**config.mk**
```make
export PLATFORM = sky130hd
export DESIGN_NAME = interrupt_ack_sequencer
export DESIGN_NICKNAME = d
export VERILOG_FILES = /design/src/rtl/interrupt_ack_sequencer.sv
export SDC_FILE = /design/constraint.sdc
export NUM_CORES = 1
export LEC_CHECK = 0
export CAP_MARGIN = 20
export CORE_MARGIN = 1.5
export CORE_UTILIZATION = 47
export CTS_BUF_LIST = sky130_fd_sc_hd__clkbuf_16
export CTS_CLUSTER_SIZE = 25
export DETAILED_ROUTE_END_ITERATION = 10
export PLACE_DENSITY = 0.83
export SYNTH_ARGS = -nofsm -noshare
export SYNTH_HDL_FRONTEND = slang
export SYNTH_SLANG_ARGS = --single-unit
export TNS_END_PERCENT = 100
```
**constraint.sdc**
```tcl
create_clock -name clock -period 3.4 [get_ports clock]
set_clock_uncertainty 0.05 [all_clocks]
set_input_delay 0.68 -clock clock [delete_from_list [all_inputs] [get_ports clock]]
set_output_delay 0.68 -clock clock [all_outputs]
set_load 0.02 [all_outputs]
```
**src/rtl/interrupt_ack_sequencer.sv**
```systemverilog
// INTA handshake and EOI sequencer for an 8259-style PIC: drives INT, the vector byte and the ISR/rotation state.
// Optional auto-EOI support is enabled by defining PIC_AUTO_EOI_EN (adds the aeoi_mode input).
module interrupt_ack_sequencer #(
  parameter logic [2:0] SPURIOUS_LEVEL = 3'd7
) (
  input  logic       clock,
  input  logic       reset,
  input  logic [7:0] interrupt,
  input  logic       inta_n,
  input  logic [4:0] vector_base,
  input  logic       eoi_valid,
  input  logic       eoi_specific,
  input  logic       eoi_rotate,
  input  logic [2:0] eoi_level,
`ifdef PIC_AUTO_EOI_EN
  input  logic       aeoi_mode,
`endif
  output logic       int_out,
  output logic [7:0] clear_request,
  output logic [7:0] in_service_register,
  output logic [7:0] highest_level_in_service,
  output logic [2:0] priority_rotate,
  output logic [7:0] data_out,
  output logic       data_out_en,
  output logic [1:0] state_dbg
);

  typedef enum logic [1:0] {
    IDLE = 2'd0,
    ACK1 = 2'd1,
    GAP  = 2'd2,
    ACK2 = 2'd3
  } state_t;

  state_t     state_q, state_d;
  logic       inta_q;
  logic       int_out_q, int_out_d;
  logic [7:0] clear_request_q, clear_request_d;
  logic [7:0] isr_q, isr_d;
  logic [2:0] rotate_q, rotate_d;
  logic [7:0] data_out_q, data_out_d;
  logic       data_out_en_q, data_out_en_d;
  logic [2:0] ack_level_q, ack_level_d;
  logic       spurious_q, spurious_d;

  logic       inta_fall, inta_rise;
  logic [2:0] req_level;
  logic [2:0] rot_shift;
  logic [15:0] isr_dbl_r;
  logic [7:0] isr_rot;
  logic [7:0] isr_low;
  logic [15:0] low_dbl_l;
  logic [7:0] hlis;
  logic [2:0] hlis_level;
  logic [7:0] eoi_mask;
  logic [2:0] eoi_target;
  logic       eoi_hit;
  logic [7:0] set_mask;
  logic [7:0] aeoi_mask;

  // prev = registered inta_n, now = live inta_n
  assign inta_fall = inta_q & ~inta_n;
  assign inta_rise = ~inta_q & inta_n;

  always_comb begin
    req_level = SPURIOUS_LEVEL;
    for (int i = 7; i >= 0; i--) begin
      if (interrupt[i]) req_level = 3'(i);
    end
  end

  // Rotate so the highest-priority level lands at bit 0, isolate the lowest set bit, rotate back.
  always_comb begin
    rot_shift = rotate_q + 3'd1;
    isr_dbl_r = {isr_q, isr_q} >> rot_shift;
    isr_rot   = isr_dbl_r[7:0];
    isr_low   = isr_rot & (~isr_rot + 8'd1);
    low_dbl_l = {isr_low, isr_low} << rot_shift;
    hlis      = low_dbl_l[15:8];
  end

  always_comb begin
    hlis_level = 3'd0;
    for (int i = 0; i < 8; i++) begin
      if (hlis[i]) hlis_level = 3'(i);
    end
  end

  always_comb begin
    eoi_mask   = 8'h00;
    eoi_target = 3'd0;
    if (eoi_valid) begin
      if (eoi_specific) begin
        eoi_mask   = 8'b1 << eoi_level;
        eoi_target = eoi_level;
      end else begin
        eoi_mask   = hlis;
        eoi_target = hlis_level;
      end
    end
    eoi_hit = |(eoi_mask & isr_q);
  end

  always_comb begin
    state_d         = state_q;
    int_out_d       = 1'b0;
    clear_request_d = 8'h00;
    set_mask        = 8'h00;
    aeoi_mask       = 8'h00;
    data_out_d      = data_out_q;
    data_out_en_d   = data_out_en_q;
    ack_level_d     = ack_level_q;
    spurious_d      = spurious_q;
    case (state_q)
      IDLE: begin
        int_out_d = |interrupt;
        if (inta_fall) begin
          ack_level_d = req_level;
          spurious_d  = ~|interrupt;
          if (|interrupt) begin
            set_mask        = 8'b1 << req_level;
            clear_request_d = 8'b1 << req_level;
          end
          int_out_d = 1'b0;
          state_d   = ACK1;
        end
      end
      ACK1: begin
        if (inta_rise) state_d = GAP;
      end
      GAP: begin
        if (inta_fall) begin
          data_out_d    = {vector_base, ack_level_q};
          data_out_en_d = 1'b1;
          state_d       = ACK2;
        end
      end
      ACK2: begin
        if (inta_rise) begin
          data_out_d    = 8'h00;
          data_out_en_d = 1'b0;
          state_d       = IDLE;
`ifdef PIC_AUTO_EOI_EN
          if (aeoi_mode && !spurious_q) aeoi_mask = 8'b1 << ack_level_q;
`endif
        end
      end
      default: state_d = IDLE;
    endcase
    // An ISR set on the first INTA fall overrides an EOI clear of the same bit.
    isr_d    = (isr_q & ~eoi_mask & ~aeoi_mask) | set_mask;
    rotate_d = (eoi_rotate && eoi_hit) ? eoi_target : rotate_q;
  end

  always_ff @(posedge clock or posedge reset) begin
    if (reset) begin
      state_q         <= IDLE;
      inta_q          <= 1'b1;
      int_out_q       <= 1'b0;
      clear_request_q <= 8'h00;
      isr_q           <= 8'h00;
      rotate_q        <= 3'b111;
      data_out_q      <= 8'h00;
      data_out_en_q   <= 1'b0;
      ack_level_q     <= 3'd0;
      spurious_q      <= 1'b0;
    end else begin
      state_q         <= state_d;
      inta_q          <= inta_n;
      int_out_q       <= int_out_d;
      clear_request_q <= clear_request_d;
      isr_q           <= isr_d;
      rotate_q        <= rotate_d;
      data_out_q      <= data_out_d;
      data_out_en_q   <= data_out_en_d;
      ack_level_q     <= ack_level_d;
      spurious_q      <= spurious_d;
    end
  end

  assign int_out                  = int_out_q;
  assign clear_request            = clear_request_q;
  assign in_service_register      = isr_q;
  assign highest_level_in_service = hlis;
  assign priority_rotate          = rotate_q;
  assign data_out                 = data_out_q;
  assign data_out_en              = data_out_en_q;
  assign state_dbg                = state_q;

endmodule

```
==> impl_results.md, run 1 <==
* Hold_ws at 0.445 ns
* DR iter-0 viols at 383
* Largest net degree at the start of global routing at 36
* Post-synth EDFFs at 0
* Top_reg_cell synth: dfrtp_1
* Sequential fraction of the synthesis area at 30.0%
* Drt wl/cell at 20.3 um
* Avg Vias per Cell at 6.17
* Drc violations at 0
* Crit. End Element: output port
* Clk_lat worst skew at 0.28 ns
* Outcome: finished, violations left
* Pins over their slew limit at 0
* R2r setup slk at -0.17 ns
* Largest vdd supply drop at about 0.76 mV
* R2r endpoint: priority_rotate[0]$_DFFE_PP1P_
* # port buffers at 60
* Cell Area, Synth at 2940 um2
* Slew HR at roughly 66%
* Fillers at approximately 400
* Gr busiest metal: met2
* Final Cell Area at 4660 um2
* Crit path DAT at about 2.9 ns
* Layout cells sized above 1 at 34.2%
* First-pass GRT wire length at 16700 um
* Antenna Nets Post-Route at 0
* Req. time, crit path at about 2.7 ns
* Most frequent cells in the layout: 83 x buf_4, 52 x clkdlybuf4s50_1, 45 x nand2_1
* Clk sinks at 35
* Worst min path class: flip-flop to flip-flop
* R2R Path Start: priority_rotate[0]$_DFFE_PP1P_
* Hold Startpoint: data_out[4]$_DFFE_PP0P_
* Vias in the first global route at 3318
* Cell Rows at 28
* Min Tclk post-route at 3.61 ns
* Pwr/cell area at 1150 nW/um2
* Fin. Hold Viols at 0
* Via Count at 3511
* CTS clk-pin slew, worst paths at about 0.05 ns
* Detail Placement HPWL at 7760 um
* Share of the synthesized area in the top cell type at 26.4%
* Asr flop ratio synth at 100%
* Hold endpoint: data_out[4]$_DFFE_PP0P_
* Area post-placement at 4070 um2
* Netlist cell types at 68
* Routability-driven placement congestion ratio at 1.02
* Grt ovf at 0
* CTS tree: yes
* Die Span Y at between 80 and 90 um
* GR Util met1 at 41.2%
* Inserted Clock Buffers at 5
* Final Net Count at 520
* Syn_area_per_cell at a little over 8 um2
* Antenna violations before repair at 0
* Max FO, Critical Path at 6
* H-tree levels at 2
* DR pass1 iterations at 6
* Setup repair after global routing missed its margin: true
* Highest Clock Rate at 0.277 GHz
* Failing checks: setup timing
* Worst slew pin tran at 0.517 ns
* Starting Density at 49.0%
* Clock buffer depth at 2
* Setup_tns at -1.55 ns
* Final WL at roughly 12000 um
* Grt met2 use at 57.0%
* Pleak at around 2 nW
* # IOs at 61
* Warnings from Yosys at 0
* Worst reg2reg path depth at 15
* Synthesized Nets at just under 400
* Core Footprint at approximately 6000 um2
* Global Route met3 Usage at 6.00%
* Die Area at about 6700 um2
* Cells after synthesis at 362
* Most common cell after layout, fill and taps aside: buf_4
* Worst Setup Start Kind: flip-flop
* Clock Tree Root: clkbuf_16
* Yosys reg bits at 35
* Area leader, netlist: dfrtp_1
* Die extent in x at 82.0 um
* Final setup violation count at 11
* Final worst slack at -0.209 ns
* Largest cells by area after synthesis: dfrtp_1 26%, mux2i_1 7.8%, nand2_1 6.0%
* Crit Path Class: flip-flop to output port
* Antenna Cells at 0
* Final period utilization at 106%
* Worst hold path stage count at 2
* Max Cap Viol at 0
* All-layer global routing usage at between 30% and 40%
* Layout area overhead at 58.6%
* Pre-CTS setup slack at -0.409 ns
## layout make-up
| type | instances | area (um2) | share of cell area [%] |
|---|---|---|---|
| Sequential cell | 35 | 881 | 18.9 |
| Inverter | 13 | 48.8 | 1.05 |
| Tap cell | 75 | 93.8 | 2.02 |
| Clock inverter | 3 | 38.8 | 0.833 |
| Clock buffer | 5 | 125 | 2.69 |
| Multi-Input combinational cell | 292 | 2190 | 47.1 |
| Timing Repair Buffer | 146 | 1280 | 27.4 |
## synth_stat cells, types with 3 or more instances
| master | instances |
|---|---|
| nand2_1 | 47 |
| dfrtp_1 | 31 |
| nor2_1 | 27 |
| o21ai_0 | 27 |
| mux2i_1 | 23 |
| a21oi_1 | 16 |
| nand3_1 | 13 |
| nor3_1 | 12 |
| clkbuf_1 | 11 |
| inv_1 | 10 |
| nand2b_1 | 10 |
| buf_2 | 7 |
| o211ai_1 | 6 |
| and2_1 | 5 |
| ha_1 | 5 |
| mux2_2 | 5 |
| nor2b_1 | 5 |
| or2_2 | 5 |
| a211oi_1 | 4 |
| and3_1 | 4 |
| dfstp_2 | 4 |
| nand4_1 | 4 |
| o221ai_1 | 4 |
| o22ai_1 | 4 |
| a21boi_0 | 3 |
| a31o_2 | 3 |
| a31oi_1 | 3 |
| nand3b_1 | 3 |
| o21ai_1 | 3 |
| o31a_1 | 3 |
| o32ai_1 | 3 |
| o41ai_1 | 3 |
## layer usage
layer | up-vias | wire [um]
met5 | - | 0
met4 | 0 | 461
met3 | 50 | 885
met2 | 215 | 5690
met1 | 1652 | 4490
li1 | 1594 | -
## power breakdown
| group | internal [mW] | switching [mW] |
|---|---|---|
| Clock | 0.342 | 0.172 |
| Combinational | 1.99 | 2.12 |
| Sequential | 0.545 | 0.168 |
| Total | 2.88 | 2.46 |
## worst max-delay path by stage
stage                              startpoint                     endpoint  slack [ns]
6_report       priority_rotate[0]$_DFFE_PP1P_  highest_level_in_service[3]       -0.21
5_1_grt        priority_rotate[0]$_DFFE_PP1P_  highest_level_in_service[3]       -0.26
4_1_cts        priority_rotate[1]$_DFFE_PP1P_  highest_level_in_service[1]       -0.01
3_5_place_dp   priority_rotate[0]$_DFFE_PP1P_  highest_level_in_service[3]       -0.41
3_3_place_gp   priority_rotate[0]$_DFFE_PP1P_  highest_level_in_service[3]       -0.42
2_1_floorplan  priority_rotate[0]$_DFFE_PP1P_  highest_level_in_service[5]       -0.03
## worst max-delay path: stages (launching register included)
cell,delay [ns]
dfstp_2,0.59
ha_4,0.23
buf_8,0.16
mux2i_4,0.31
mux2i_1,0.16
o22ai_2,0.28
buf_4,0.19
and3_4,0.20
nand3_2,0.09
mux2i_1,0.20
buf_4,0.18
## registers in the layout, indices dropped and copies added (netlist names)
signal and cells:
in_service_register 8, priority_rotate 3, inta_q 1, int_out 1, ack_level_q 3, state_dbg 2, clear_request 8, data_out 8
data_out_en 1
## per-stage QoR
step / power [mW] / utilization, % / cells
final: 5.34 / 77.7 / 569
after global routing: 5.59 / 77.7 / 569
after CTS: 4.80 / 74.5 / 566
after detailed placement: 3.87 / 67.9 / 546
after global placement: 3.82 / 67.9 / 546
after floorplan: 2.45 / - / 362
## cell families after synthesis
family / count (synthesis) / synth area share, %
AO/OA/AOI/OAI: 101 / 23.5
XOR/XNOR: 2 / 1.24
adder cells (fa/ha/maj): 5 / 2.13
buffers and inverters: 35 / 5.28
flip-flops: 35 / 30.0
multiplexers: 32 / 11.8
AND/OR/NAND/NOR: 152 / 26.0
## what timing repair did
action                                  in CTS  in global routing
gates resized for setup                     78                 38
hold buffers                                 0                  0
setup buffers                               13                  3
pin swaps                                   16                  7
endpoints found under the hold margin        0                  0
endpoints found under the setup margin      11                 11
Power figures use the tool's default switching activity.
==> run 2, diff against run 1 <==
--- a/config.mk
+++ b/config.mk
@@ -7,10 +7,12 @@
 export LEC_CHECK = 0
 export CAP_MARGIN = 20
+export CELL_PAD_IN_SITES_DETAIL_PLACEMENT = 0
+export CELL_PAD_IN_SITES_GLOBAL_PLACEMENT = 2
 export CORE_MARGIN = 1.5
-export CORE_UTILIZATION = 47
+export CORE_UTILIZATION = 27
 export CTS_BUF_LIST = sky130_fd_sc_hd__clkbuf_16
 export CTS_CLUSTER_SIZE = 25
 export DETAILED_ROUTE_END_ITERATION = 10
-export PLACE_DENSITY = 0.83
+export PLACE_DENSITY = 0.82
 export SYNTH_ARGS = -nofsm -noshare
 export SYNTH_HDL_FRONTEND = slang
--- a/constraint.sdc
+++ b/constraint.sdc
@@ -3,3 +3,3 @@
 set_input_delay 0.68 -clock clock [delete_from_list [all_inputs] [get_ports clock]]
 set_output_delay 0.68 -clock clock [all_outputs]
-set_load 0.02 [all_outputs]
+set_load 0.05 [all_outputs]
==> run 2 against run 1 <==
Critical path depth increased by 1. Highest routed layer unchanged. Global-route usage is 14 points lower. Sequential power about the same. Largest cell class unchanged. Flip-flop and latch count unchanged. Via count decreased by 7.3%. Power is 10% higher. Sequential share of layout area is 0.53 points lower. Final area rose by 2.9%. Fmax is 2.2% higher. The flow still finishes with violations (setup timing). Core utilization shrank 32 points.
==> impl_results.md, run 2 (synthesized netlist as in run 1, its figures left out) <==
* Outcome: finished, violations left
* Failing checks: setup timing
* Starting Density at 28.2% (-21 points)
* Max FO, Critical Path at 8 (+2)
* Die Span Y at 107 um (+31%)
* Pwr/cell area at 1230 nW/um2 (+7.1%)
* CP bufs+invs at 4 (+1)
* Fin. Hold Viols at 0 (unchanged)
* Die Area at 11500 um2 (+71%)
* Pins over their slew limit at 0 (unchanged)
* Vias in the first global route at 3322 (+0.12%)
* Min Tclk post-route at 3.53 ns (-0.0765 ns)
* Most common cell after layout, fill and taps aside: buf_4
* Antenna Nets Post-Route at 0 (unchanged)
* Pleak at 2.01 nW (+0.74%)
* # IOs at 61 (unchanged)
* Worst Setup Start Kind: flip-flop
* Highest Clock Rate at 0.283 GHz (+2.2%)
* Final Net Count at 516 (-0.77%)
* Drt wl/cell at 17.6 um (-13%)
* Area post-placement at 4250 um2 (+4.3%)
* Max Cap Viol at 0 (unchanged)
* Pre-CTS setup slack at -0.0608 ns (+0.349 ns)
* Power Total at 5.88 mW (+10%)
* Detail Placement HPWL at 8160 um (+5.2%)
* Clock Tree Root: clkbuf_16
* Max incr delay on CP at 0.55 ns (-0.04 ns)
* Clock buffer depth at 2 (unchanged)
* Antenna violations before repair at 0 (unchanged)
* DR pass1 iterations at 4 (-2)
* Setup_tns at -0.865 ns (+0.687 ns)
* CTS clk-pin slew, worst paths at 0.05 ns (about the same)
* Final setup violation count at 10 (-1)
* Crit path DAT at 2.80 ns (-0.08 ns)
* # port buffers at 60 (unchanged)
* Final Cell Area at 4790 um2 (+2.9%)
* Largest vdd supply drop at 0.580 mV (-24%)
* Core Footprint at 10400 um2 (+74%)
* Crit. End Element: output port
* Worst reg2reg path depth at 15 (unchanged)
* Worst min path class: flip-flop to flip-flop
* Req. time, crit path at 2.67 ns (about the same)
* Top delay family on crit path: buffers and inverters
* Worst hold path stage count at 2 (unchanged)
* Via Count at 3255 (-7.3%)
* Layout area overhead at 63.2%
* Worst path slowest cell: dfstp_2
* Slew HR at 60.6% (-4.9 points)
* Fillers at 1018 (+160%)
* Cell Rows at 37 (+32%)
* Setup repair after global routing missed its margin: true
* Routability-driven placement congestion ratio at 0.950 (-6.8%)
* Inserted Clock Buffers at 5 (unchanged)
* Crit Path Class: flip-flop to output port
* Grt ovf at 0 (unchanged)
* Largest net degree at the start of global routing at 36 (unchanged)
* Layout cells sized above 1 at 33.3% (-0.95 points)
* Antenna Cells at 0 (unchanged)
* Crit path depth at 11 (+1)
* CTS tree: yes
* Final worst slack at -0.132 ns (+0.0765 ns)
* Core Util, Final at 46.0% (-32 points)
* Crit path cell chain: ha_4, mux2i_2, buf_4, buf_4, and4b_1, o221ai_2, buf_4, o21ai_4, nand2_4, o21ai_4, buf_12
* Final period utilization at 104% (-2.2 points)
* Avg Vias per Cell at 5.20 (-16%)
* Crit path top cell by count: buf_4
* Final WL at 11000 um (-4.7%)
* Clk_lat worst skew at 0.27 ns (about the same)
* Clk sinks at 35 (unchanged)
* Most frequent cells in the layout: 76 x buf_4, 52 x clkdlybuf4s50_1, 42 x nand2_1
* Drc violations at 0 (unchanged)
* Worst slew pin tran at 0.591 ns (+0.0734 ns)
* Die extent in x at 107 um (+31%)
* All-layer global routing usage at 19.8% (-14 points)
* DR iter-0 viols at 150 (-61%)
* First-pass GRT wire length at 17800 um (+6.3%)
* H-tree levels at 2 (unchanged)
[run 2: layout make-up]
cell class	instances	area [um2]	share of cell area (%)
tap	136	170	3.55
sequential	35	881	18.4
timing repair buffer	142	1310	27.4
inverter	13	48.8	1.02
clock inverter	3	38.8	0.809
multi-input combinational	292	2220	46.3
clock buffer	5	125	2.61
[run 2: report_power, final]
part | total, mW | leakage, nW | switching, mW | internal (mW)
registers | 0.716 | 0.452 | 0.171 | 0.544
clock network | 0.504 | 0.0812 | 0.162 | 0.341
logic | 4.66 | 1.48 | 2.53 | 2.13
[run 2: repair_timing]
action                                  in CTS  in global routing
resized for setup                           44                  6
pin swaps                                   14                  2
setup buffers                               13                  5
cloned                                       1                  0
hold buffers                                 0                  0
endpoints found under the setup margin      10                 11
[run 2: worst min-delay path, cell delays in order, from the launching register on]
cell	delay, ns
dfrtp_1	0.33
nand2_1	0.05
o21ai_0	0.06
[run 2: worst paths after layout]
| kind | endpoint | slack, ns | from |
|---|---|---|---|
| max | highest_level_in_service[1] | -0.13 | priority_rotate[0]$_DFFE_PP1P_ |
| min | data_out[2]$_DFFE_PP0P_ | 0.42 | data_out[2]$_DFFE_PP0P_ |
| max reg2reg | priority_rotate[2]$_DFFE_PP1P_ | -0.08 | priority_rotate[0]$_DFFE_PP1P_ |
| min reg2reg | data_out[2]$_DFFE_PP0P_ | 0.42 | data_out[2]$_DFFE_PP0P_ |
| max in group asynchronous | priority_rotate[2]$_DFFE_PP1P_ | 2.20 | reset |
| min in group asynchronous | data_out[6]$_DFFE_PP0P_ | 0.75 | reset |
[run 2: per-layer routing]
metal  track usage [%]  up-vias  part of all wire [%]
met3              3.03       15                   4.9
met1              27.0     1554                    45
met2              32.5      100                    48
met5                 0        -                     0
li1                  -     1586                     -
met4              5.14        0                   1.2
[run 2: stage by stage]
| step | instances | hold slack, ns |
|---|---|---|
| after global placement | 598 | 0.413 |
| after floorplan | 362 | 0.394 |
| after CTS | 620 | 0.432 |
| final | 626 | 0.424 |
| after detailed placement | 598 | 0.420 |
| after global routing | 626 | 0.449 |
